<file path="src/rtl/tt_eval_pkg.sv">
// Shared types and constants for the truth-table evaluator.
package tt_eval_pkg;

  // Serial table loader states.
  typedef enum logic [1:0] {
    IDLE   = 2'd0,
    LOAD   = 2'd1,
    COMMIT = 2'd2
  } state_t;

  // Largest supported number of logic inputs (64-entry table).
  localparam int MAX_N_IN = 6;

  // Width of the settle counter.
  localparam int CNT_W = 8;

endpackage : tt_eval_pkg

</file>
<file path="src/rtl/tt_settle_timer.sv">
// Settle timer: reloads to DELAY-1 on load, counts down to zero and
// holds there; done flags that the input vector has been stable long enough.
module tt_settle_timer
  import tt_eval_pkg::*;
#(
  parameter int DELAY = 4
) (
  input  logic clk,
  input  logic rst_n,
  input  logic load,
  output logic done
);

  localparam logic [CNT_W-1:0] RELOAD = CNT_W'(DELAY - 1);

  logic [CNT_W-1:0] r_cnt;

  assign done = (r_cnt == '0);

  // Reload on request, otherwise count down and saturate at zero.
  always_ff @(posedge clk or negedge rst_n) begin
    if (!rst_n) begin
      r_cnt <= RELOAD;
    end else if (load) begin
      r_cnt <= RELOAD;
    end else if (!done) begin
      r_cnt <= r_cnt - 1'b1;
    end
  end

endmodule : tt_settle_timer

</file>
<file path="src/rtl/truth_table_eval.sv">
// Truth-table evaluator: a registered lookup of an N_IN-input function whose
// table is reloadable serially (MSB first) and swapped in atomically.
module truth_table_eval
  import tt_eval_pkg::*;
#(
  parameter int                     N_IN        = 3,
  parameter int                     DELAY       = 4,
  parameter logic [(1<<N_IN)-1:0]   RESET_TABLE = '0
) (
  input  logic            clk,
  input  logic            rst_n,
  input  logic [N_IN-1:0] in,
  input  logic            cfg_valid,
  input  logic            cfg_data,
  input  logic            cfg_abort,
  output logic            cfg_ready,
  output logic            out,
  output logic            out_valid
);

  localparam int TBL_W = 1 << N_IN;
  // Bit count value at which the next transfer completes the table.
  localparam logic [N_IN:0] LAST_CNT = (N_IN + 1)'(TBL_W - 1);

  state_t            r_state;
  state_t            w_state_next;
  logic [N_IN:0]     r_bit_cnt;
  logic [TBL_W-1:0]  r_shadow;
  logic [TBL_W-1:0]  r_table;
  logic [N_IN-1:0]   r_in_q;
  logic              r_out;
  logic              r_out_valid;

  logic              w_cfg_ready;
  logic              w_xfer;
  logic              w_commit;
  logic              w_change;
  logic              w_load;
  logic              w_done;
  logic [N_IN-1:0]   w_tbl_idx;

  assign cfg_ready = w_cfg_ready;
  assign out       = r_out;
  assign out_valid = r_out_valid;

  assign w_xfer   = cfg_valid && w_cfg_ready;
  assign w_commit = (r_state == COMMIT);
  assign w_change = (in != r_in_q);
  // A commit invalidates the output just like an input change does.
  assign w_load   = w_change || w_commit;
  // Table MSB belongs to in == 0, so the bit index is (TBL_W-1 - in) == ~in.
  assign w_tbl_idx = ~r_in_q;

  // FSM state register.
  always_ff @(posedge clk or negedge rst_n) begin
    if (!rst_n) begin
      r_state <= IDLE;
    end else begin
      r_state <= w_state_next;
    end
  end

  // FSM next state and cfg handshake; abort only matters in LOAD and wins there.
  always_comb begin
    w_state_next = r_state;
    w_cfg_ready  = 1'b1;
    case (r_state)
      IDLE: begin
        if (cfg_valid) w_state_next = LOAD;
      end
      LOAD: begin
        if (cfg_abort) begin
          w_state_next = IDLE;
        end else if (cfg_valid && (r_bit_cnt == LAST_CNT)) begin
          w_state_next = COMMIT;
        end
      end
      COMMIT: begin
        w_cfg_ready  = 1'b0;
        w_state_next = IDLE;
      end
      default: w_state_next = IDLE;
    endcase
  end

  // Shadow shift register, bit counter and atomic table swap.
  always_ff @(posedge clk or negedge rst_n) begin
    if (!rst_n) begin
      r_shadow  <= '0;
      r_bit_cnt <= '0;
      r_table   <= RESET_TABLE;
    end else begin
      case (r_state)
        IDLE: begin
          if (w_xfer) begin
            r_shadow  <= {r_shadow[TBL_W-2:0], cfg_data};
            r_bit_cnt <= (N_IN + 1)'(1);
          end
        end
        LOAD: begin
          if (cfg_abort) begin
            r_bit_cnt <= '0;
          end else if (w_xfer) begin
            r_shadow  <= {r_shadow[TBL_W-2:0], cfg_data};
            r_bit_cnt <= r_bit_cnt + 1'b1;
          end
        end
        COMMIT: begin
          r_table   <= r_shadow;
          r_bit_cnt <= '0;
        end
        default: r_bit_cnt <= '0;
      endcase
    end
  end

  // Input capture and registered lookup once the vector has settled.
  always_ff @(posedge clk or negedge rst_n) begin
    if (!rst_n) begin
      r_in_q      <= '0;
      r_out       <= 1'b0;
      r_out_valid <= 1'b0;
    end else begin
      r_in_q <= in;
      if (w_load) begin
        r_out_valid <= 1'b0;
      end else if (w_done && !r_out_valid) begin
        r_out       <= r_table[w_tbl_idx];
        r_out_valid <= 1'b1;
      end
    end
  end

  tt_settle_timer #(
    .DELAY (DELAY)
  ) u_settle (
    .clk   (clk),
    .rst_n (rst_n),
    .load  (w_load),
    .done  (w_done)
  );

endmodule : truth_table_eval
</file>
<file path="config.mk">
export PLATFORM = sky130hd
export DESIGN_NAME = truth_table_eval
export DESIGN_NICKNAME = d
export VERILOG_FILES = /design/src/rtl/tt_eval_pkg.sv /design/src/rtl/tt_settle_timer.sv /design/src/rtl/truth_table_eval.sv
export SDC_FILE = /design/constraint.sdc
export NUM_CORES = 1
export LEC_CHECK = 0
export BUFFER_PORTS_ARGS = -buffer_cell sky130_fd_sc_hd__buf_4
export CAP_MARGIN = 20
export CORE_MARGIN = 4
export CORE_UTILIZATION = 55
export DETAILED_ROUTE_END_ITERATION = 10
export PLACE_DENSITY = 0.75
export SYNTH_ARGS = -nofsm -noshare
export SYNTH_HDL_FRONTEND = slang
export SYNTH_SLANG_ARGS = --single-unit
</file>
<file path="constraint.sdc">
create_clock -name clk -period 4.53 [get_ports clk]
set_input_delay 0.906 -clock clk [delete_from_list [all_inputs] [get_ports clk]]
set_output_delay 0.906 -clock clk [all_outputs]
set_load 0.03 [all_outputs]
</file>
==> run metrics <==
Worst EP required 3620 ps; initial core utilization 58.0%; WL final 2820 um; # IOs 11; period utilization 60.7%; Reg2Reg Setup Slack 2470 ps; commonest non-fill, non-tap cell in the layout dfrtp_1; Mapped Cells 130; Clock Path Buffers 2; P&R area growth vs syn 10.5%; worst hold path type in2async; Cell variety after synth 34; most frequent cells in the layout dfrtp_1 (33), mux2_2 (17), nor2_1 (13); TritonCTS Buffers 5; area leader, netlist dfrtp_1; Setup CP Type reg2out; CP max FO 10; final setup fails 0; first-pass GRT wire length 4990 um; share of flip-flops with an asynchronous set or reset 100%; vias after detailed routing 1049; DRC viols 0; post-route setup TNS 0 ps; CP delay by family, top simple AND/OR/NAND/NOR gates; initial antenna violation count 0; CP max stage delay 710 ps; clk slew on worst S/H paths 120 ps; Worst setup SP type flop; Lkg Pwr around 0.81 nW; sinks on the clock net 35; Fmax 364 MHz; CTS tree done; IO buf count 10; Synth Register Bits 35; largest cells by area after synthesis dfrtp_1 (51%), mux2_2 (12%), dfstp_2 (3.3%); Die ar. 3860 sq um; clock skew 6.15 ps; Wirelength per Cell approximately 16 um; Post-synth top flop dfrtp_1; ANT nets after route 0; Total GRT Usage 16.2%; Final Instance Area 1780 sq um; slowest library cell on the worst path nor2b_1; total iterations of the first detailed-routing run 4; H-tree levels 2; worst slew pin tran roughly 830 ps; PwrDens roughly 380 nW/um^2; Max Cap Viol 0; largest net degree at the start of global routing 36; fin nets 155; WP buf/inv 2; Ys Warns 0; Hold Slack 481 ps; Placer Congestion roughly 0.8; Worst Path Arrival 1840 ps; final hold vios 0; Final HPWL DP 2020 um; post-CTS sizing 0; run status finished clean; Mean Syn Cell Area 12.4 sq um; Post-synth EDFFs 0; Cell Chain, Critical Path nor2b_1 > inv_1 > buf_4; Syn Nets 141; DP Area 1700 sq um; Die W 62.2 um; sequential share of the synthesized area 54.5%; Syn Std Cell Area 1610 sq um; Iter 0 DRT Violations 32; Slew Viols, Final 0; core area ~2800 sq um; Post-CTS Setup Inserts 0; # rows 19; power consumption about 680 uW; CP Capture Type output pin; hold_buf cts 0; Die Y-Extent ~62 um; grt ovf 0; fin crit period 2750 ps; Worst-Skew Late Latency 340 ps; Yosys top cell area share 51.2%; root buf cell clkbuf_4; RSZ-0062 raised after global routing false; fraction of layout cells with a size suffix above 1 29.7%; number of global-route vias before repair 1106; Slew headroom 44.4%; VDD IR-drop max 0.309 mV; Ant. Diodes 0; vias per inst ~6
[cell type report]
class	instances	area, sq um
multi-input cells	88	693
inverters	4	15.0
flip-flops and latches	35	878
fillers	223	1000
repair buffers	10	75.1
well taps	31	38.8
clock buffers	5	37.5
clock inverters	3	43.8
[per-stage QoR]
step,util [%],std cells,worst slack (ps)
after detailed placement,61.1,168,2130
after global placement,61.1,168,2160
after CTS,64.1,176,1780
after global routing,64.1,176,1670
final,64.1,176,1780
after floorplan,-,130,2260
[routing by layer]
metal	share of wire [%]	wire, um	up-vias	GRT usage (%)
met5	0	0	-	0
met4	1.3	38	0	6.50
met3	5.0	140	4	5.95
met2	49	1390	29	26.2
met1	44	1240	527	19.3
li1	-	-	489	-
[worst reg2reg max path: cells and delay by family, from the launching register on]
kind / cells / cell delay, ps
flip-flops: 1 / 480
multiplexers: 1 / 330
AND/OR/NAND/NOR: 3 / 1170
[logic make-up after synthesis]
family                     synth area share, %
and+or+nand+nor                           14.6
DFF                                       54.5
muxes                                     16.6
AOI/OAI and AO/OA                         5.66
xor gates and xnor gates                  3.80
buffers and inverters                     2.56
adders and majority gates                 2.33
[power breakdown]
| group | switching, mW | total, mW | internal [mW] |
|---|---|---|---|
| sequential | 0.0292 | 0.378 | 0.349 |
| combinational | 0.0307 | 0.0705 | 0.0398 |
| clock | 0.111 | 0.227 | 0.116 |
[path summary, 6_finish.rpt]
check	startpoint	end	cells after the start
max	r_state[1]$_DFFE_PN0P_	cfg_ready	3
min	rst_n	r_in_q[1]$_DFF_PN0_	1
max reg2reg	r_state[1]$_DFFE_PN0P_	out$_DFFE_PN0P_	4
min reg2reg	out$_DFFE_PN0P_	out$_DFFE_PN0P_	1
max in group asynchronous	rst_n	u_settle.r_cnt[0]$_DFFE_PN1P_	1
min in group clk	out$_DFFE_PN0P_	out$_DFFE_PN0P_	1
[synthesized netlist by cell type, drive strengths merged (2+ instances only)]
cell type  instances
or4                2
nand4b             2
nor3b              2
nand2              3
buf                2
xnor2              2
xor2               5
dfrtp             33
a211oi             3
mux2              18
nor2b              5
a21oi              6
mux2i              2
ha                 3
inv                4
nor3               4
nand2b             4
mux4               2
o21ai              3
nor2              13
dfstp              2
nor4               2
[flip-flops by register name, summed over array words and instances, names as in the netlist]
name,flops
u_settle.r_cnt,8
out,1
r_shadow,8
r_bit_cnt,4
out_valid,1
r_state,2
r_table,8
r_in_q,3
No activity file was read; power rests on OpenSTA's default activity.
